File: config.mk
export PLATFORM = sky130hd
export DESIGN_NAME = ctrl_pipe_tracker_flat
export DESIGN_NICKNAME = d
export VERILOG_FILES = /design/src/rtl/ctrl_pipe_tracker_if.sv /design/src/rtl/ctrl_pipe_tracker.sv /design/src/flat_wrapper.sv
export SDC_FILE = /design/constraint.sdc
export NUM_CORES = 2
export LEC_CHECK = 0
export ABC_AREA = 1
export CAP_MARGIN = 10
export CORE_MARGIN = 10
export CORE_UTILIZATION = 50
export CTS_CLUSTER_DIAMETER = 200
export DETAILED_ROUTE_END_ITERATION = 7
export GPL_ROUTABILITY_DRIVEN = 0
export PLACE_DENSITY = 0.71
export SYNTH_ARGS = -nofsm -noshare
export SYNTH_HDL_FRONTEND = slang
export SYNTH_SLANG_ARGS = --single-unit
File: constraint.sdc
create_clock -name clk -period 207.7 [get_ports clk]
set_clock_uncertainty 0.05 [all_clocks]
set_input_delay 41.54 -clock clk [delete_from_list [all_inputs] [get_ports clk]]
set_output_delay 41.54 -clock clk [all_outputs]
set_load 0.05 [all_outputs]
File: src/rtl/ctrl_pipe_tracker_if.sv
// Issue/commit bundle for ctrl_pipe_tracker.
// master drives issue-side controls, slave (the tracker) drives taps and status.
interface ctrl_pipe_tracker_if #(
    parameter int CTRL_W  = 27,
    parameter int STAGES  = 69,
    parameter int N_TAPS  = 5,
    parameter int THREADS = 4,
    parameter int CNT_W   = 24
);
    localparam int TH_W = (THREADS > 1) ? $clog2(THREADS) : 1;
    localparam int IF_W = $clog2(STAGES + 1);

    logic                     flush;
    logic                     busy;
    logic                     issue_valid;
    logic [CTRL_W-1:0]        issue_ctrl;
    logic [TH_W-1:0]          issue_thread;
    logic [THREADS-1:0]       thread_en;
    logic [N_TAPS-1:0]        tap_valid;
    logic [N_TAPS*TH_W-1:0]   tap_thread;
    logic [N_TAPS*CTRL_W-1:0] tap_ctrl;
    logic                     wr_valid;
    logic [TH_W-1:0]          wr_thread;
    logic [CTRL_W-1:0]        wr_ctrl;
    logic [IF_W-1:0]          inflight;
    logic                     drained;
    logic [CNT_W-1:0]         cycle_cnt;
    logic                     parity_err;

    modport master (
        output flush, busy, issue_valid, issue_ctrl, issue_thread, thread_en,
        input  tap_valid, tap_thread, tap_ctrl, wr_valid, wr_thread, wr_ctrl,
        input  inflight, drained, cycle_cnt, parity_err
    );

    modport slave (
        input  flush, busy, issue_valid, issue_ctrl, issue_thread, thread_en,
        output tap_valid, tap_thread, tap_ctrl, wr_valid, wr_thread, wr_ctrl,
        output inflight, drained, cycle_cnt, parity_err
    );
endinterface

File: src/rtl/ctrl_pipe_tracker.sv
// Control-word delay pipe with taps, gated write commit, drain and busy counters.
// Optional per-stage parity checking is enabled by CTRL_PIPE_PARITY_EN.
module ctrl_pipe_tracker #(
    parameter int                  CTRL_W  = 27,
    parameter int                  STAGES  = 69,
    parameter int                  N_TAPS  = 5,
    parameter logic [N_TAPS*8-1:0] TAP_POS = {8'd68, 8'd67, 8'd66, 8'd65, 8'd2},
    parameter int                  THREADS = 4,
    parameter int                  CNT_W   = 24
) (
    input  logic               clk,
    input  logic               rst,
    ctrl_pipe_tracker_if.slave bus
);
    localparam int TH_W = (THREADS > 1) ? $clog2(THREADS) : 1;
    localparam int IF_W = $clog2(STAGES + 1);
    localparam int LAST = STAGES - 1;

    logic [STAGES-1:0] vld_q;
    logic [TH_W-1:0]   thr_q [STAGES];
    logic [CTRL_W-1:0] ctl_q [STAGES];
    logic [CTRL_W-1:0] issue_word;
    logic [IF_W-1:0]   inflight_q, inflight_d;
    logic [CNT_W-1:0]  cnt_q, cnt_d;
    logic              accept, retire;

    assign issue_word = bus.issue_valid ? bus.issue_ctrl : '0;
    assign accept     = bus.issue_valid & ~bus.flush;
    assign retire     = vld_q[LAST];

    always_ff @(posedge clk or posedge rst) begin
        if (rst) begin
            vld_q <= '0;
            for (int i = 0; i < STAGES; i++) begin
                thr_q[i] <= '0;
                ctl_q[i] <= '0;
            end
        end else if (bus.flush) begin
            vld_q <= '0;
            for (int i = 0; i < STAGES; i++) begin
                thr_q[i] <= '0;
                ctl_q[i] <= '0;
            end
        end else begin
            vld_q[0] <= bus.issue_valid;
            thr_q[0] <= bus.issue_thread;
            ctl_q[0] <= issue_word;
            for (int i = 1; i < STAGES; i++) begin
                vld_q[i] <= vld_q[i-1];
                thr_q[i] <= thr_q[i-1];
                ctl_q[i] <= ctl_q[i-1];
            end
        end
    end

`ifdef CTRL_PIPE_PARITY_EN
    logic [STAGES-1:0] par_q;
    logic              perr_q;
    logic              par_bad;

    // Parity rides with the word; mismatch at commit flags corruption in flight.
    assign par_bad = vld_q[LAST] & ((^{thr_q[LAST], ctl_q[LAST]}) != par_q[LAST]);

    always_ff @(posedge clk or posedge rst) begin
        if (rst) begin
            par_q  <= '0;
            perr_q <= 1'b0;
        end else if (bus.flush) begin
            par_q  <= '0;
            perr_q <= 1'b0;
        end else begin
            par_q[0] <= ^{bus.issue_thread, issue_word};
            for (int i = 1; i < STAGES; i++) begin
                par_q[i] <= par_q[i-1];
            end
            perr_q <= perr_q | par_bad;
        end
    end

    assign bus.parity_err = perr_q;
`else
    assign bus.parity_err = 1'b0;
`endif

    for (genvar k = 0; k < N_TAPS; k++) begin : g_tap
        localparam int P = int'(TAP_POS[8*k +: 8]);
        assign bus.tap_valid[k]                = vld_q[P];
        assign bus.tap_thread[k*TH_W +: TH_W]  = thr_q[P];
        assign bus.tap_ctrl[k*CTRL_W +: CTRL_W] = ctl_q[P];
    end

    assign bus.wr_ctrl   = ctl_q[LAST];
    assign bus.wr_thread = thr_q[LAST];
    assign bus.wr_valid  = vld_q[LAST] & bus.thread_en[thr_q[LAST]];

    always_comb begin
        inflight_d = inflight_q;
        if (bus.flush) begin
            inflight_d = '0;
        end else if (accept && !retire && inflight_q != IF_W'(STAGES)) begin
            inflight_d = inflight_q + 1'b1;
        end else if (!accept && retire && inflight_q != '0) begin
            inflight_d = inflight_q - 1'b1;
        end
    end

    // A flush while busy freezes the count; only an idle flush clears it.
    always_comb begin
        cnt_d = cnt_q;
        if (bus.flush) begin
            if (!bus.busy) cnt_d = '0;
        end else if (bus.busy && cnt_q != '1) begin
            cnt_d = cnt_q + 1'b1;
        end
    end

    always_ff @(posedge clk or posedge rst) begin
        if (rst) begin
            inflight_q <= '0;
            cnt_q      <= '0;
        end else begin
            inflight_q <= inflight_d;
            cnt_q      <= cnt_d;
        end
    end

    assign bus.inflight  = inflight_q;
    assign bus.cycle_cnt = cnt_q;
    assign bus.drained   = (inflight_q == '0) && !bus.issue_valid;
endmodule

File: src/flat_wrapper.sv
// flat-port wrapper written by rule: the top's interface ports become plain ports
module ctrl_pipe_tracker_flat 
#(
    parameter int                  CTRL_W  = 27,
    parameter int                  STAGES  = 69,
    parameter int                  N_TAPS  = 5,
    parameter logic [N_TAPS*8-1:0] TAP_POS = {8'd68, 8'd67, 8'd66, 8'd65, 8'd2},
    parameter int                  THREADS = 4,
    parameter int                  CNT_W   = 24
)
  (clk, rst, bus_flush, bus_busy, bus_issue_valid, bus_issue_ctrl, bus_issue_thread, bus_thread_en, bus_tap_valid, bus_tap_thread, bus_tap_ctrl, bus_wr_valid, bus_wr_thread, bus_wr_ctrl, bus_inflight, bus_drained, bus_cycle_cnt, bus_parity_err);
  ctrl_pipe_tracker_if #(.CTRL_W(CTRL_W), .STAGES(STAGES), .N_TAPS(N_TAPS), .THREADS(THREADS), .CNT_W(CNT_W)) bus_i ();
  input  logic clk;
  input  logic rst;
  input wire logic [$bits(bus_i.flush)-1:0] bus_flush;
  input wire logic [$bits(bus_i.busy)-1:0] bus_busy;
  input wire logic [$bits(bus_i.issue_valid)-1:0] bus_issue_valid;
  input wire logic [$bits(bus_i.issue_ctrl)-1:0] bus_issue_ctrl;
  input wire logic [$bits(bus_i.issue_thread)-1:0] bus_issue_thread;
  input wire logic [$bits(bus_i.thread_en)-1:0] bus_thread_en;
  output wire logic [$bits(bus_i.tap_valid)-1:0] bus_tap_valid;
  output wire logic [$bits(bus_i.tap_thread)-1:0] bus_tap_thread;
  output wire logic [$bits(bus_i.tap_ctrl)-1:0] bus_tap_ctrl;
  output wire logic [$bits(bus_i.wr_valid)-1:0] bus_wr_valid;
  output wire logic [$bits(bus_i.wr_thread)-1:0] bus_wr_thread;
  output wire logic [$bits(bus_i.wr_ctrl)-1:0] bus_wr_ctrl;
  output wire logic [$bits(bus_i.inflight)-1:0] bus_inflight;
  output wire logic [$bits(bus_i.drained)-1:0] bus_drained;
  output wire logic [$bits(bus_i.cycle_cnt)-1:0] bus_cycle_cnt;
  output wire logic [$bits(bus_i.parity_err)-1:0] bus_parity_err;
  assign bus_i.flush = bus_flush;
  assign bus_i.busy = bus_busy;
  assign bus_i.issue_valid = bus_issue_valid;
  assign bus_i.issue_ctrl = bus_issue_ctrl;
  assign bus_i.issue_thread = bus_issue_thread;
  assign bus_i.thread_en = bus_thread_en;
  assign bus_tap_valid = bus_i.tap_valid;
  assign bus_tap_thread = bus_i.tap_thread;
  assign bus_tap_ctrl = bus_i.tap_ctrl;
  assign bus_wr_valid = bus_i.wr_valid;
  assign bus_wr_thread = bus_i.wr_thread;
  assign bus_wr_ctrl = bus_i.wr_ctrl;
  assign bus_inflight = bus_i.inflight;
  assign bus_drained = bus_i.drained;
  assign bus_cycle_cnt = bus_i.cycle_cnt;
  assign bus_parity_err = bus_i.parity_err;
  ctrl_pipe_tracker #(.CTRL_W(CTRL_W), .STAGES(STAGES), .N_TAPS(N_TAPS), .TAP_POS(TAP_POS), .THREADS(THREADS), .CNT_W(CNT_W)) u_core (.clk(clk), .rst(rst), .bus(bus_i));
endmodule
After elaboration in Yosys (flattened, before gate mapping)
Cells that the tools add are included.

Bits in registers: 2101. Input bits: 38. Output and inout port bits: 213. Logic and storage cells: 177.

Add/sub/neg operators: 3. Order comparisons: 1. Eq/ne operators: 3. Muxes and demuxes: 12. Bitwise operators: 3. Reduce and logical (&&, ||, !) cells: 14.

Operators by type and width (count): 1863-bit two-way mux (1); 138-bit two-way mux (1); 24-bit two-way mux (3); 69-bit two-way mux (1); 27-bit two-way mux (1); 24-bit by 1-bit adder with 24-bit output (second input constant) (1); 24-bit inequality test (second input constant) (1); 7-bit two-way mux (3); 7-bit by 1-bit adder with 7-bit output (second input constant) (1); 7-bit zero test (1); 7-bit inequality test (second input constant) (1); 7-bit nonzero test (1); 7-bit by 1-bit subtractor with 7-bit output (second input constant) (1); 1-bit logical AND (6); 1-bit zero test (3); 2-bit by 3-bit less-than comparator with 1-bit output (second input constant) (1); 3-bit nonzero test (1); 1-bit bitwise AND (2); 1-bit binary-select mux with 2-bit select (1); 2-bit inequality test (second input constant) (1); 2-bit AND reduction (1); 2-bit nonzero test (1); 1-bit two-way mux (1); 1-bit inverter (1).

Depth between registers and ports, before layout
Depth after elaboration: 8. Depth in mapped cells: 15.

Least setup slack after synthesis
No wires, ideal clock.

Path type: input port to output port. Start point: input port bus_issue_valid. End point: output port bus_drained. Data arrival time: 42.607 ns. Required time: 166.110 ns. Slack: 123.503 ns. Stages on the path: 3. Path buffers: 2. Path through: clkbuf_1 clkbuf_1 nor2_1.

Word-level cells in the longest chain between the ends: 2.

RTL lines: start, declared (line flat_wrapper.sv:17) `input wire logic [$bits(bus_i.issue_valid)-1:0] bus_issue_valid;`; 1-bit zero test (line ctrl_pipe_tracker.sv:129) `assign bus.drained = (inflight_q == '0) && !bus.issue_valid;`; 1-bit logical AND (line ctrl_pipe_tracker.sv:129); end, declared (line flat_wrapper.sv:28) `output wire logic [$bits(bus_i.drained)-1:0] bus_drained;`.

No other way between the ends.

Worst setup path after layout
Same ends and word-level chain as after synthesis.

==> results.md <==
- The run finished with clean final reports.
- The effective utilization at floorplan is around half.
- After clock tree synthesis, the repair step resized 0 gates.
- The global-route wire length before repair is 176000 microns.
- In this run the number of H-tree levels came out at 4.
- The clock network burns between 40 and 50% of the power.
- The count of cell types in the netlist is 25.
- TritonCTS built the clock tree.
- After floorplanning, the core was divided into 139 placement rows.
- The per-instance average area after synthesis is just over 10 sq um.
- After synthesis, flip-flops and latches occupy about three quarters of the total area.
- After synthesis, the cell types taking the most area are sky130_fd_sc_hd__dfrtp_1 73%, sky130_fd_sc_hd__nor2_1 11%, sky130_fd_sc_hd__inv_1 11%.
- The required time of the worst setup path is 166.11 ns.
- The number of vias after detailed routing is 38500.
- The worst setup path is captured at a primary output.
- The length of the first detailed-routing pass in iterations is 5.
- The hold slack is ~0.36 ns.
- The dominant cell by count in the synthesized netlist is sky130_fd_sc_hd__nor2_1.
- The cell area reported after detailed placement is 74800 sq um.
- In the synthesized netlist the async set-or-reset flop fraction comes to between 90% and 100%.
- The worst hold path belongs to the class reg2reg.
- For the final routed database, the setup TNS stands at 0 ns.
- Setup slack closes at 122.38 ns.
- In this run the worst path has a maximum fanout of 29.
- CTS placed an instance of sky130_fd_sc_hd__clkbuf_16 at the clock tree root.
- In this run the remaining antenna-violating nets after routing total 0.
- The largest area contributor in the synthesized netlist is sky130_fd_sc_hd__dfrtp_1.
- The number of buffers added to fix hold violations after cts is 0.
- In the final layout, the share of cells above drive strength 1 is 5.06%.
- The worst-margin pin slew is approximately 1.2 ns.
- Compared with the post-synthesis result, the final layout area differs by 13.5%.
- The leakage power is 39.6 nW.
- In this run the biggest area consumer among cell types represents between 70% and 80% of the synthesized area.
- The final count of pins violating max slew is 0.
- The internal power of the cells totals 0.000631 W.
- Net switching is 21.3% of the power.
- The total number of nets in the final design is between 7000 and 8000.
- The most used flip-flop cell after synthesis is sky130_fd_sc_hd__dfrtp_1.
- The die covers 159000 sq um.
- The floorplan core area is 143000 sq um.
- The longest clock path from root to sink contains 3 buffers.
- For this design the ratio of total power to cell area is about 9.8 nW/um^2.
- Dividing the final minimum period by the clock period gives 41.1%.
- Based on the critical path, the design can be clocked at up to 11.7 MHz.
- The total track usage is 12.8%.
- Setup repair after global routing left no endpoint under its margin.
- The number of hold violations in the final report came to 0.
- Input and output buffers added on the ports amount to about 250.
- The share of total power dissipated in sequential elements is just over 50%.
- The insertion delay of the later-clocked pin in the worst-skew pair is about 0.8 ns.
- For the finished layout, the period the worst path requires is 85.32 ns.
- The path type of the worst setup path is in2out.
- The repair_antennas step left the layout with diodes totalling 0.
- The share of the core filled with cells in the final layout is between 50 and 60%.
- After detailed routing, the number of remaining DRC violations is 0.
- The worst-case setup slack after placement is between 100 and 150 ns.
- The overflow left after global routing is 0.
- Measured against its own limit, the worst slew margin works out to 18.4%.
- The sum of net half-perimeters after detailed placement is 52700 microns.
- Setup violations remaining at the end of the flow were counted as 0.
- In the synthesized netlist, the number of instances is roughly 6900.
- The post-CTS repair timing setup buffer count is 0.
- After clock tree synthesis, the clock-pin slew on the worst setup and hold paths is approximately 0.060 ns.
- The worst vdd rail ir drop is 8.29 uV.
- The number of global-route vias before repair is 40000.
- The number of antenna violations at the first check in global routing is 1.
- For this design, the sink count on the clock tree is 2101.
- Buffers inserted during clock tree synthesis total 199.
- For this design the top-level I/O count stands at 251.
- STA classifies the critical path startpoint as a primary input.
- The count of maximum capacitance violations is 0.
- Of the total power, combinational logic draws 3.0%.
- In the synthesized netlist, the cells that appear most often are 2111 x sky130_fd_sc_hd__nor2_1, 2101 x sky130_fd_sc_hd__dfrtp_1, 2074 x sky130_fd_sc_hd__inv_1, 182 x sky130_fd_sc_hd__buf_4, 134 x sky130_fd_sc_hd__buf_2.
- In the routed layout, each cell is associated on average with a via count of 4.24.
- Dividing the detail-routed wire length by the instance count gives 10.7 microns.
- The data arrival at the endpoint of the critical path is 43.73 ns.
- From left edge to right edge, the die measures 399 microns.
- The floorplan step set the die height to 399 microns.
- The final routed wirelength across all metal layers is between 90000 and 100000 microns.
- The number of DRC markers in iteration 0 is about 2600.
- The pin count of the biggest net entering global routing is 262.
- The number of synthesized register bits is 2101.
- In this run the power spent charging and discharging nets is 0.000171 W.
- The summed instance area of the synthesized netlist is 71900 sq um.
- The count of flip-flops with a built-in enable after synthesis is 0.
- Yosys printed 0 warnings.
- The synthesized net count is 6983.
- The finished cells cover 81700 sq um.
[layout by cell type, fill, tap and decap left out, drive strengths merged, types with 2 or more instances in the layout]
cell type and n:
clkdlybuf4s50 248, xor2 9, a21oi 4, clkbuf 307
ha 7, nand4 10, nor3 2, clkinv 38
bufinv 13, clkinvlp 2, buf 39, nand2 102
inv 2078, nand3 49, o21ai 31, nor2 2114
xnor2 9, dfrtp 2101
[per-stage QoR]
stage / total power [W] / std cells
2_1_floorplan: 0.000439 / 6937
3_3_place_gp: 0.000443 / 8705
3_5_place_dp: 0.000444 / 8706
4_1_cts: 0.000815 / 9070
5_1_grt: 0.000835 / 9070
6_report: 0.000802 / 9070
[routing by layer]
metal  wire, microns  global-route usage [%]  vias up
li1                -                       -    18800
met1           40800                    14.8    18900
met2           48000                    22.8      534
met3            5300                    3.11      216
met4            3040                    5.23        2
met5              11                       0        -
[power by group through the flow]
stage / clock, W / combinational [W] / sequential (W)
final: 0.000367 / 0.0000241 / 0.000412
after global routing: 0.000396 / 0.0000277 / 0.000411
after CTS: 0.000379 / 0.0000252 / 0.000411
after detailed placement: 0 / 0.0000251 / 0.000419
after global placement: 0 / 0.0000245 / 0.000419
after floorplan: 0 / 0.0000169 / 0.000422
[flip-flops by register name, summed over array words and instances, names as in the netlist]
name,flops
u_core.vld_q,69
u_core.bus.wr_thread,2
u_core.thr_q,128
u_core.bus.cycle_cnt,24
u_core.bus.tap_thread,8
u_core.ctl_q,1728
u_core.bus.inflight,7
u_core.bus.tap_ctrl,108
u_core.bus.wr_ctrl,27
[critical path: stages]
cell	delay (ns)
sky130_fd_sc_hd__clkdlybuf4s50_1	0.96
sky130_fd_sc_hd__nor2_1	0.35
sky130_fd_sc_hd__clkdlybuf4s50_1	0.88
[final timing paths]
check	startpoint	endpoint	slack [ns]	cells past startpoint
min	u_core.ctl_q[1432]	u_core.ctl_q[1405]	0.36	2
max	bus_issue_valid	bus_drained	122.38	3
min reg2reg	u_core.ctl_q[1432]	u_core.ctl_q[1405]	0.36	2
max reg2reg	u_core.bus.inflight[1]	u_core.bus.inflight[6]	205.42	13
min in group asynchronous	rst	u_core.ctl_q[480]	41.23	2
max in group asynchronous	rst	u_core.ctl_q[433]	161.30	7
[layout make-up]
class                           count  area [sq um]
Multi-Input combinational cell   2341          9120
Fill cell                       11700         61600
Clock inverter                     57           928
Timing Repair Buffer              287          2890
Sequential cell                  2101         52600
Inverter                         2074          7790
Tap cell                         1903          2380
Clock buffer                      307          6000
[kinds of logic after synthesis]
| family | Yosys count | synth area share [%] |
|---|---|---|
| and+or+nand+nor | 2278 | 12.1 |
| buffers and inverters | 2495 | 14.2 |
| AOI/OAI and AO/OA | 36 | 0.254 |
| xor gates and xnor gates | 18 | 0.219 |
| other | 1 | 0.00521 |
| DFF | 2101 | 73.1 |
| adders and majority gates | 8 | 0.150 |
Power figures use the tool's default switching activity.
